--- src/rtl/encode_reg_arith.sv ---
// RV32I register-register arithmetic encoder with an output FIFO.
// Optional pop counter port enabled by defining ENCODE_REG_ARITH_COUNT_EN.

package encode_reg_arith_pkg;
   typedef enum logic [3:0] {
      rak_invalid = 4'd0,
      rak_add     = 4'd1,
      rak_sub     = 4'd2,
      rak_sll     = 4'd3,
      rak_slt     = 4'd4,
      rak_sltu    = 4'd5,
      rak_xor     = 4'd6,
      rak_srl     = 4'd7,
      rak_sra     = 4'd8,
      rak_or      = 4'd9,
      rak_and     = 4'd10
   } reg_arith_kind_t;
endpackage

module encode_reg_arith
   import encode_reg_arith_pkg::*;
#(
   parameter int DEPTH = 2
) (
   input  logic            clk,
   input  logic            rst,
   input  logic            in_valid,
   output logic            in_ready,
   input  reg_arith_kind_t in_kind,
   input  logic [4:0]      in_rd,
   input  logic [4:0]      in_rs1,
   input  logic [4:0]      in_rs2,
   output logic            out_valid,
   input  logic            out_ready,
   output logic [31:0]     out_instr,
   output logic            err_invalid
`ifdef ENCODE_REG_ARITH_COUNT_EN
   ,
   output logic [31:0]     count
`endif
);

   localparam int              PTR_W   = $clog2(DEPTH);
   localparam logic [PTR_W-1:0] PTR_ONE = PTR_W'(1);
   localparam logic [PTR_W:0]   OCC_ONE = (PTR_W + 1)'(1);
   localparam logic [PTR_W:0]   OCC_MAX = (PTR_W + 1)'(DEPTH);
   localparam logic [6:0]       OPCODE  = 7'b0110011;

   logic [31:0]      mem_r [DEPTH];
   logic [PTR_W-1:0] wr_ptr_r;
   logic [PTR_W-1:0] rd_ptr_r;
   logic [PTR_W:0]   occ_r;
   logic             in_ready_r;
   logic             out_valid_r;
   logic [31:0]      out_instr_r;
   logic             err_r;

   logic             kind_ok_s;
   logic [6:0]       funct7_s;
   logic [2:0]       funct3_s;
   logic [31:0]      enc_s;
   logic             accept_s;
   logic             push_s;
   logic             pop_s;
   logic [PTR_W-1:0] wr_ptr_nxt_s;
   logic [PTR_W-1:0] rd_ptr_nxt_s;
   logic [PTR_W:0]   occ_nxt_s;
   logic [31:0]      head_nxt_s;

   // Kind to funct7/funct3 lookup and R-type word assembly
   always_comb begin
      kind_ok_s = 1'b1;
      funct7_s  = 7'b0000000;
      funct3_s  = 3'b000;
      case (in_kind)
         rak_add:  begin funct7_s = 7'b0000000; funct3_s = 3'b000; end
         rak_sub:  begin funct7_s = 7'b0100000; funct3_s = 3'b000; end
         rak_sll:  begin funct7_s = 7'b0000000; funct3_s = 3'b001; end
         rak_slt:  begin funct7_s = 7'b0000000; funct3_s = 3'b010; end
         rak_sltu: begin funct7_s = 7'b0000000; funct3_s = 3'b011; end
         rak_xor:  begin funct7_s = 7'b0000000; funct3_s = 3'b100; end
         rak_srl:  begin funct7_s = 7'b0000000; funct3_s = 3'b101; end
         rak_sra:  begin funct7_s = 7'b0100000; funct3_s = 3'b101; end
         rak_or:   begin funct7_s = 7'b0000000; funct3_s = 3'b110; end
         rak_and:  begin funct7_s = 7'b0000000; funct3_s = 3'b111; end
         default:  kind_ok_s = 1'b0;
      endcase
      enc_s = {funct7_s, in_rs2, in_rs1, funct3_s, in_rd, OPCODE};
   end

   // FIFO next-state: pointers, occupancy and the word that will sit at the head
   always_comb begin
      accept_s = in_valid && in_ready_r;
      push_s   = accept_s && kind_ok_s;
      pop_s    = out_valid_r && out_ready;

      if (push_s) begin
         wr_ptr_nxt_s = wr_ptr_r + PTR_ONE;
      end else begin
         wr_ptr_nxt_s = wr_ptr_r;
      end

      if (pop_s) begin
         rd_ptr_nxt_s = rd_ptr_r + PTR_ONE;
      end else begin
         rd_ptr_nxt_s = rd_ptr_r;
      end

      case ({push_s, pop_s})
         2'b10:   occ_nxt_s = occ_r + OCC_ONE;
         2'b01:   occ_nxt_s = occ_r - OCC_ONE;
         default: occ_nxt_s = occ_r;
      endcase

      // The new head is the word being written now when it lands on the read slot
      if (occ_nxt_s == '0) begin
         head_nxt_s = 32'h0000_0000;
      end else if (push_s && (rd_ptr_nxt_s == wr_ptr_r)) begin
         head_nxt_s = enc_s;
      end else begin
         head_nxt_s = mem_r[rd_ptr_nxt_s];
      end
   end

   // Storage array; contents need no reset because occupancy guards every read
   always_ff @(posedge clk) begin
      if (push_s) begin
         mem_r[wr_ptr_r] <= enc_s;
      end
   end

   // Control state and registered handshake/data outputs
   always_ff @(posedge clk or negedge rst) begin
      if (!rst) begin
         wr_ptr_r    <= '0;
         rd_ptr_r    <= '0;
         occ_r       <= '0;
         in_ready_r  <= 1'b1;
         out_valid_r <= 1'b0;
         out_instr_r <= 32'h0000_0000;
         err_r       <= 1'b0;
      end else begin
         wr_ptr_r    <= wr_ptr_nxt_s;
         rd_ptr_r    <= rd_ptr_nxt_s;
         occ_r       <= occ_nxt_s;
         in_ready_r  <= (occ_nxt_s < OCC_MAX);
         out_valid_r <= (occ_nxt_s != '0);
         out_instr_r <= head_nxt_s;
         err_r       <= accept_s && !kind_ok_s;
      end
   end

   assign in_ready    = in_ready_r;
   assign out_valid   = out_valid_r;
   assign out_instr   = out_instr_r;
   assign err_invalid = err_r;

`ifdef ENCODE_REG_ARITH_COUNT_EN
   logic [31:0] count_r;

   // Popped-word counter, wraps naturally at 32 bits
   always_ff @(posedge clk or negedge rst) begin
      if (!rst) begin
         count_r <= 32'h0000_0000;
      end else if (pop_s) begin
         count_r <= count_r + 32'd1;
      end else begin
         count_r <= count_r;
      end
   end

   assign count = count_r;
`endif

endmodule

--- config.mk ---
export PLATFORM = sky130hd
export DESIGN_NAME = encode_reg_arith
export DESIGN_NICKNAME = d
export VERILOG_FILES = /design/src/rtl/encode_reg_arith.sv
export SDC_FILE = /design/constraint.sdc
export NUM_CORES = 1
export LEC_CHECK = 0
export ABC_AREA = 1
export CAP_MARGIN = 20
export CORE_ASPECT_RATIO = 1.2
export CORE_MARGIN = 4
export CORE_UTILIZATION = 48
export DETAILED_ROUTE_END_ITERATION = 8
export PLACE_DENSITY = 0.75
export SYNTH_ARGS = -nofsm -noshare
export SYNTH_HDL_FRONTEND = slang
export SYNTH_SLANG_ARGS = --single-unit
--- constraint.sdc ---
create_clock -name clk -period 2.6 [get_ports clk]
set_input_delay 0.52 -clock clk [delete_from_list [all_inputs] [get_ports clk]]
set_output_delay 0.52 -clock clk [all_outputs]
set_load 0.05 [all_outputs]
After elaboration in Yosys (flattened, before gate mapping):

Memories as Yosys holds them, arrays and structs flattened.
Index checks and enable logic that the tools add are counted.

* add/subtract/negate cells: 4
* multipliers: 0
* divide/modulo/power cells: 0
* order comparisons: 1
* equal/unequal tests: 13
* shift-type cells: 0
* muxes and demuxes: 9
* bitwise logic cells: 0
* reduce and logical (&&, ||, !) cells: 11

Operators by type and width (count)
* 2-to-1 mux 32 bit: 2
* case mux 3 bit (7 select lines): 1
* equality test 4 x 3 -> 1 bit, second input constant: 4
* equality test 4 bit, second input constant: 3
* OR reduction 10 bit: 1
* equality test 4 x 2 -> 1 bit, second input constant: 2
* 2-to-1 mux 6 bit: 1
* logical AND 1 bit: 5
* equality test 4 x 1 -> 1 bit, second input constant: 1
* 2-to-1 mux 1 bit: 4
* case mux 2 bit (2 select lines): 1
* OR reduction 2 bit: 2
* adder 1 bit, second input constant: 2
* adder 2 x 1 -> 2 bit, second input constant: 1
* equality test 2 x 1 -> 1 bit, second input constant: 1
* equality test 2 bit, second input constant: 1
* zero test 2 bit: 1
* less-than comparator 2 bit, second input constant: 1
* nonzero test 2 bit: 1
* subtractor 2 x 1 -> 2 bit, second input constant: 1
* equality test 1 bit: 1
* zero test 1 bit: 1

* register bits: 39
* latch bits: 0
* RAM bits: 48
* memory bits (read-only): 0
* bits of input ports: 23
* output and inout port bits: 35
* logic and storage cells: 46
* memories: 1

Memories
* mem_r: depth 2, bits a word 24, read ports 1, clocked after memory_dff 0, write ports 1, RTL line 49 `logic [31:0] mem_r [DEPTH];`

Logic depth before layout (Yosys ltp):

* depth in word-level cells: 8
* gate-level depth with buffers: 13
* depth with buffers taken out: 12

Worst setup path before layout:

OpenSTA, ideal clock, no wires.

* path type: register to register
* from: register in_ready_r, in the netlist in_ready
* to: memory mem_r[1][0] (netlist bit) (enable)
* library setup time: 396 ps
* data arrival time: 1843 ps
* data required time: 2204 ps
* path slack: 361 ps
* stages on the path, launching flop included: 5
* path buffers: 0
* clock period less this slack: 2239 ps
* path through: dfstp_2 -> nand2_1 -> inv_1 -> nand2_4 -> nor2_1

* word-level cells in the longest chain between the ends: 4

RTL lines
* start: declaration: RTL line 53 `logic in_ready_r;`
* start signal: assignment: RTL line 146 `in_ready_r <= (occ_nxt_s < OCC_MAX);`
* logical AND 1 bit: RTL line 93 `accept_s = in_valid && in_ready_r;`
* logical AND 1 bit: RTL line 94 `push_s = accept_s && kind_ok_s;`
* 2-to-1 mux 1 bit: RTL line 127 `if (push_s) begin`
* 2-to-1 mux 1 bit (not written as such): RTL line 128 `mem_r[wr_ptr_r] <= enc_s;`
* end: declaration: RTL line 49

Every way passes these cells.

Final worst setup path:

* from: input in_kind[3]
* to: register out_instr_r[11], in the netlist out_instr[11]

* word-level cells in the longest chain between the ends: 8
* elaborated cells on any way between the ends: 20
* classes of those cells: eq/ne: 12; mux: 4; reduce/logical: 4

RTL lines
* start: declaration: RTL line 29 `input reg_arith_kind_t in_kind,`
* equality test 4 bit, or another cell as far along: RTL line 75 `case (in_kind)`
* OR reduction 10 bit (no line) (*)
* 2-to-1 mux 1 bit (*): RTL line 75
* logical AND 1 bit (*): RTL line 94
* equality test 2 x 1 -> 1 bit / equality test 2 bit (equally long branches): RTL line 109 `case ({push_s, pop_s})`
* case mux 2 bit (2 select lines): RTL line 109
* zero test 2 bit: RTL line 116 `if (occ_nxt_s == '0) begin`
* 2-to-1 mux 32 bit (*): RTL line 116
* named net head_nxt_s[11]: RTL line 68 `logic [31:0] head_nxt_s;`
* end signal: assignment: RTL line 148 `out_instr_r <= head_nxt_s;`
* end: declaration: RTL line 55 `logic [31:0] out_instr_r;`

Mark *: on every way through the listed nets, which the timed path passes. The rest lies on a longest branch.
A chain may end at the register's enable or synchronous reset.

==> flow_summary_export.csv <==
group,metric,value,unit
setup_path,r2r_end,"out_instr[11]",
setup_path,path_class,"in -> reg",
logic_synthesis,syn_area_per_cell,9.489,sq um
logic_synthesis,seq_area_frac_synth,0.6195,
setup_path,critical-path-top-delay-family,"simple AND/OR/NAND/NOR gates",
detailed_routing,wirelength,5991,um
setup_path,reg2reg_from,"in_ready",
pwr,power,4.470,mW
clocking,h-tree-depth,3,
placement,place_inst,433,
setup_path,r2r_slack,0.67,ns
timing,period_needed,2.241,ns
cells_and_area,multi_input_area,844.6,sq um
detailed_routing,viasPerCell,4.731,
detailed_routing,routedWlPerCell,13.34,um
floorplan,initial_core_util,0.5039,
cells_and_area,layout.filler_cells,476,
setup_path,start_kind,"primary input",
global_routing,antenna_found_initial,0,
pwr,leakage,1.706,nW
clocking,cts_tree,"built",
clocking,cts_hold_buf,0,
cells_and_area,regArea,1793,sq um
worst_hold_path,worstHoldPathType,"reg -> reg",
worst_hold_path,whs_path_depth,2,
cells_and_area,diodes,0,
cells_and_area,drive_gt1_frac,0.1138,
run,drv_cap,0,
timing,fin_skew,0.008064,ns
detailed_routing,drtPass1Iterations,4,
detailed_routing,drt_iter0_markers,84,
logic_synthesis,async_reset_ff_frac,0.4063,
timing,timing.final.hold_violations,0,
worst_hold_path,min_to,"err_invalid",
setup_path,startpoint,"in_kind[3]",
logic_synthesis,ys_ff_latch,64,
clocking,cts_root_buf,"clkbuf_8",
cells_and_area,syn_to_final_growth,24.99,%
global_routing,grt_usage,0.1810,
setup_path,slowest_delay,0.49,ns
logic_synthesis,synth_cells,305,
setup_path,path_cells,"clkdlybuf4s50_1, inv_2, nor2_4, nand2_4, nand2_4, nand2_4, ha_1, or2_2, nand3_1, nand2_1, nand3_1, buf_4, nand2_1, nor2_1",
timing,fmax,446.2,MHz
timing,max_slew_margin,0.6445,
global_routing,overflow,0,
placement,gp_congestion,0.7662,
logic_synthesis,synth_cell_type_count,24,
setup_path,reg2regPathDepth,11,
timing,period_share,0.8620,
clocking,postCtsSetupBuffers,0,
placement,portBuffers,48,
floorplan,die_height,93.06,um
timing,grt_setup_unrepaired,"false",
detailed_routing,drc,0,
setup_path,worst_setup_path_end_kind,"flip-flop",
floorplan,rows,30,
clocking,cts_sinks,64,
setup_path,cpMostUsedCell,"nand2_4",
worst_hold_path,hp-start,"in_ready",
floorplan,die_area,7341,sq um
pwr,power_per_cell_area,1236,nW/um^2
floorplan,core_area,5743,sq um
floorplan,ioPinCount,58,
logic_synthesis,synth_edf_count,38,
timing,worst_pin_slew,0.5316,ns
status,status,"completed",
logic_synthesis,ys_warn_count,0,
timing,setup_viol,0,
floorplan,fp.dieW,78.88,um
clocking,clk_path_buf_depth,2,
detailed_routing,ant_nets,0,
setup_path,cp_data_required_time,2.86,ns
global_routing,grt_start_max_net_pins,27,
setup_path,critPathSlowestCell,"clkdlybuf4s50_1",
clocking,cts.repair.resized,0,
placement,place_hpwl,4057,um
clocking,clock_latency,0.34,ns
setup_path,cp_data_arrival_time,2.51,ns
cells_and_area,nNetsFinal,388,
timing,slew_viol_final,0,
logic_synthesis,ys.flop_type,"edfxtp_1",
detailed_routing,vias,2124,
timing,setup_tns,0,ns
setup_path,crit_fanout,11,
global_routing,grt_pass1_vias,2184,
setup_path,cp.buffers_inverters,3,
cells_and_area,fin_cells,449,
logic_synthesis,syn-cell-area,2894,sq um
global_routing,grt_pass1_wl,10030,um
pwr,vdd_drop_max,0.5863,mV
clocking,clk_pin_slew,0.07,ns
clocking,cts_made_buffers,9,
==> layout by cell type (no fill, tap or decap), types with 2 or more instances in the layout <==
cell type / instances
nand2_2: 3
edfxtp_1: 38
nand2_1: 96
clkdlybuf4s50_1: 48
clkbuf_1: 2
inv_2: 2
clkbuf_8: 10
nor2_2: 2
nand2_4: 3
conb_1: 9
dfrtp_1: 25
inv_1: 30
clkinv_2: 2
nand3_1: 25
buf_4: 15
a21oi_1: 2
nor2_1: 46
==> logic make-up after synthesis <==
| logic type | Yosys count | synth area share |
|---|---|---|
| AND/OR/NAND/NOR | 180 | 0.2650 |
| flip-flops | 64 | 0.6195 |
| buffers and inverters | 55 | 0.1007 |
| AO/OA/AOI/OAI | 3 | 0.006054 |
| XOR/XNOR | 1 | 0.003027 |
| adder cells (fa/ha/maj) | 1 | 0.004323 |
| other | 1 | 0.001296 |
==> routing by layer <==
layer / routed length, um / vias to the layer above / track usage
met2: 3197 / 69 / 0.3088
met3: 348 / 15 / 0.06262
li1: - / 1049 / -
met5: 0 / - / 0
met1: 2279 / 991 / 0.1999
met4: 166 / 0 / 0.09026
==> stage by stage <==
stage | hold WS (ns) | cell area (sq um) | util | setup WS (ns)
6_report | 0.5400 | 3617 | 0.6298 | 0.3587
3_5_place_dp | 0.5252 | 3451 | 0.6009 | 0.01444
3_3_place_gp | 0.5191 | 3451 | 0.6009 | 0.08228
2_1_floorplan | 0.2244 | 2924 | - | 0.3614
5_1_grt | 0.5605 | 3617 | 0.6298 | 0.1764
4_1_cts | 0.5416 | 3617 | 0.6298 | 0.3603
==> cells in the mapped netlist (2+ instances only) <==
library cell	n	area, sq um
nand2_1	96	360.4
edfxtp_1	38	1141
inv_2	2	7.510
a21oi_1	2	10.01
buf_2	6	30.03
nor2_1	48	180.2
buf_4	15	112.6
inv_1	30	112.6
nand3_1	25	125.1
nand2_4	3	33.78
nand2_2	3	18.77
dfrtp_1	25	625.6
==> worst max-delay path by stage <==
| stage | depth (start not counted) | slack, ns | endpoint |
|---|---|---|---|
| after floorplan | 4 | 0.36 | mem_r[1][0] |
| after global placement | 14 | 0.08 | out_instr[9] |
| after detailed placement | 14 | 0.01 | out_instr[9] |
| after CTS | 14 | 0.36 | out_instr[11] |
| after global routing | 14 | 0.18 | out_instr[23] |
| final | 14 | 0.36 | out_instr[11] |
==> state kept, by name (all words and copies together), names as in the netlist <==
name	flops
mem_r	38
err_invalid	1
in_ready	1
occ_r	2
rd_ptr_r	1
out_instr	20
wr_ptr_r	1
==> final cells by class <==
| cell class | instances | area share |
|---|---|---|
| multi-input cells | 194 | 0.2335 |
| well taps | 80 | 0.02767 |
| repair buffers | 63 | 0.1640 |
| inverters | 32 | 0.03321 |
| clock buffers | 12 | 0.04012 |
| clock inverters | 4 | 0.005880 |
| flip-flops and latches | 64 | 0.4957 |
==> power by group <==
group	internal, mW	switching [mW]
Sequential	1.36	0.106
Combinational	0.732	1.55
Clock	0.366	0.363
==> worst reg2reg max path, stage by stage, from the launching register on <==
cell and delay [ns]:
dfstp_2 0.53, nand2_1 0.08, inv_1 0.10, nand2_4 0.05, ha_1 0.19, or2_2 0.31, nand3_1 0.08, nand2_1 0.07
nand3_1 0.09, buf_4 0.18, nand2_1 0.07, nor2_1 0.11
Power figures use the tool's default switching activity.
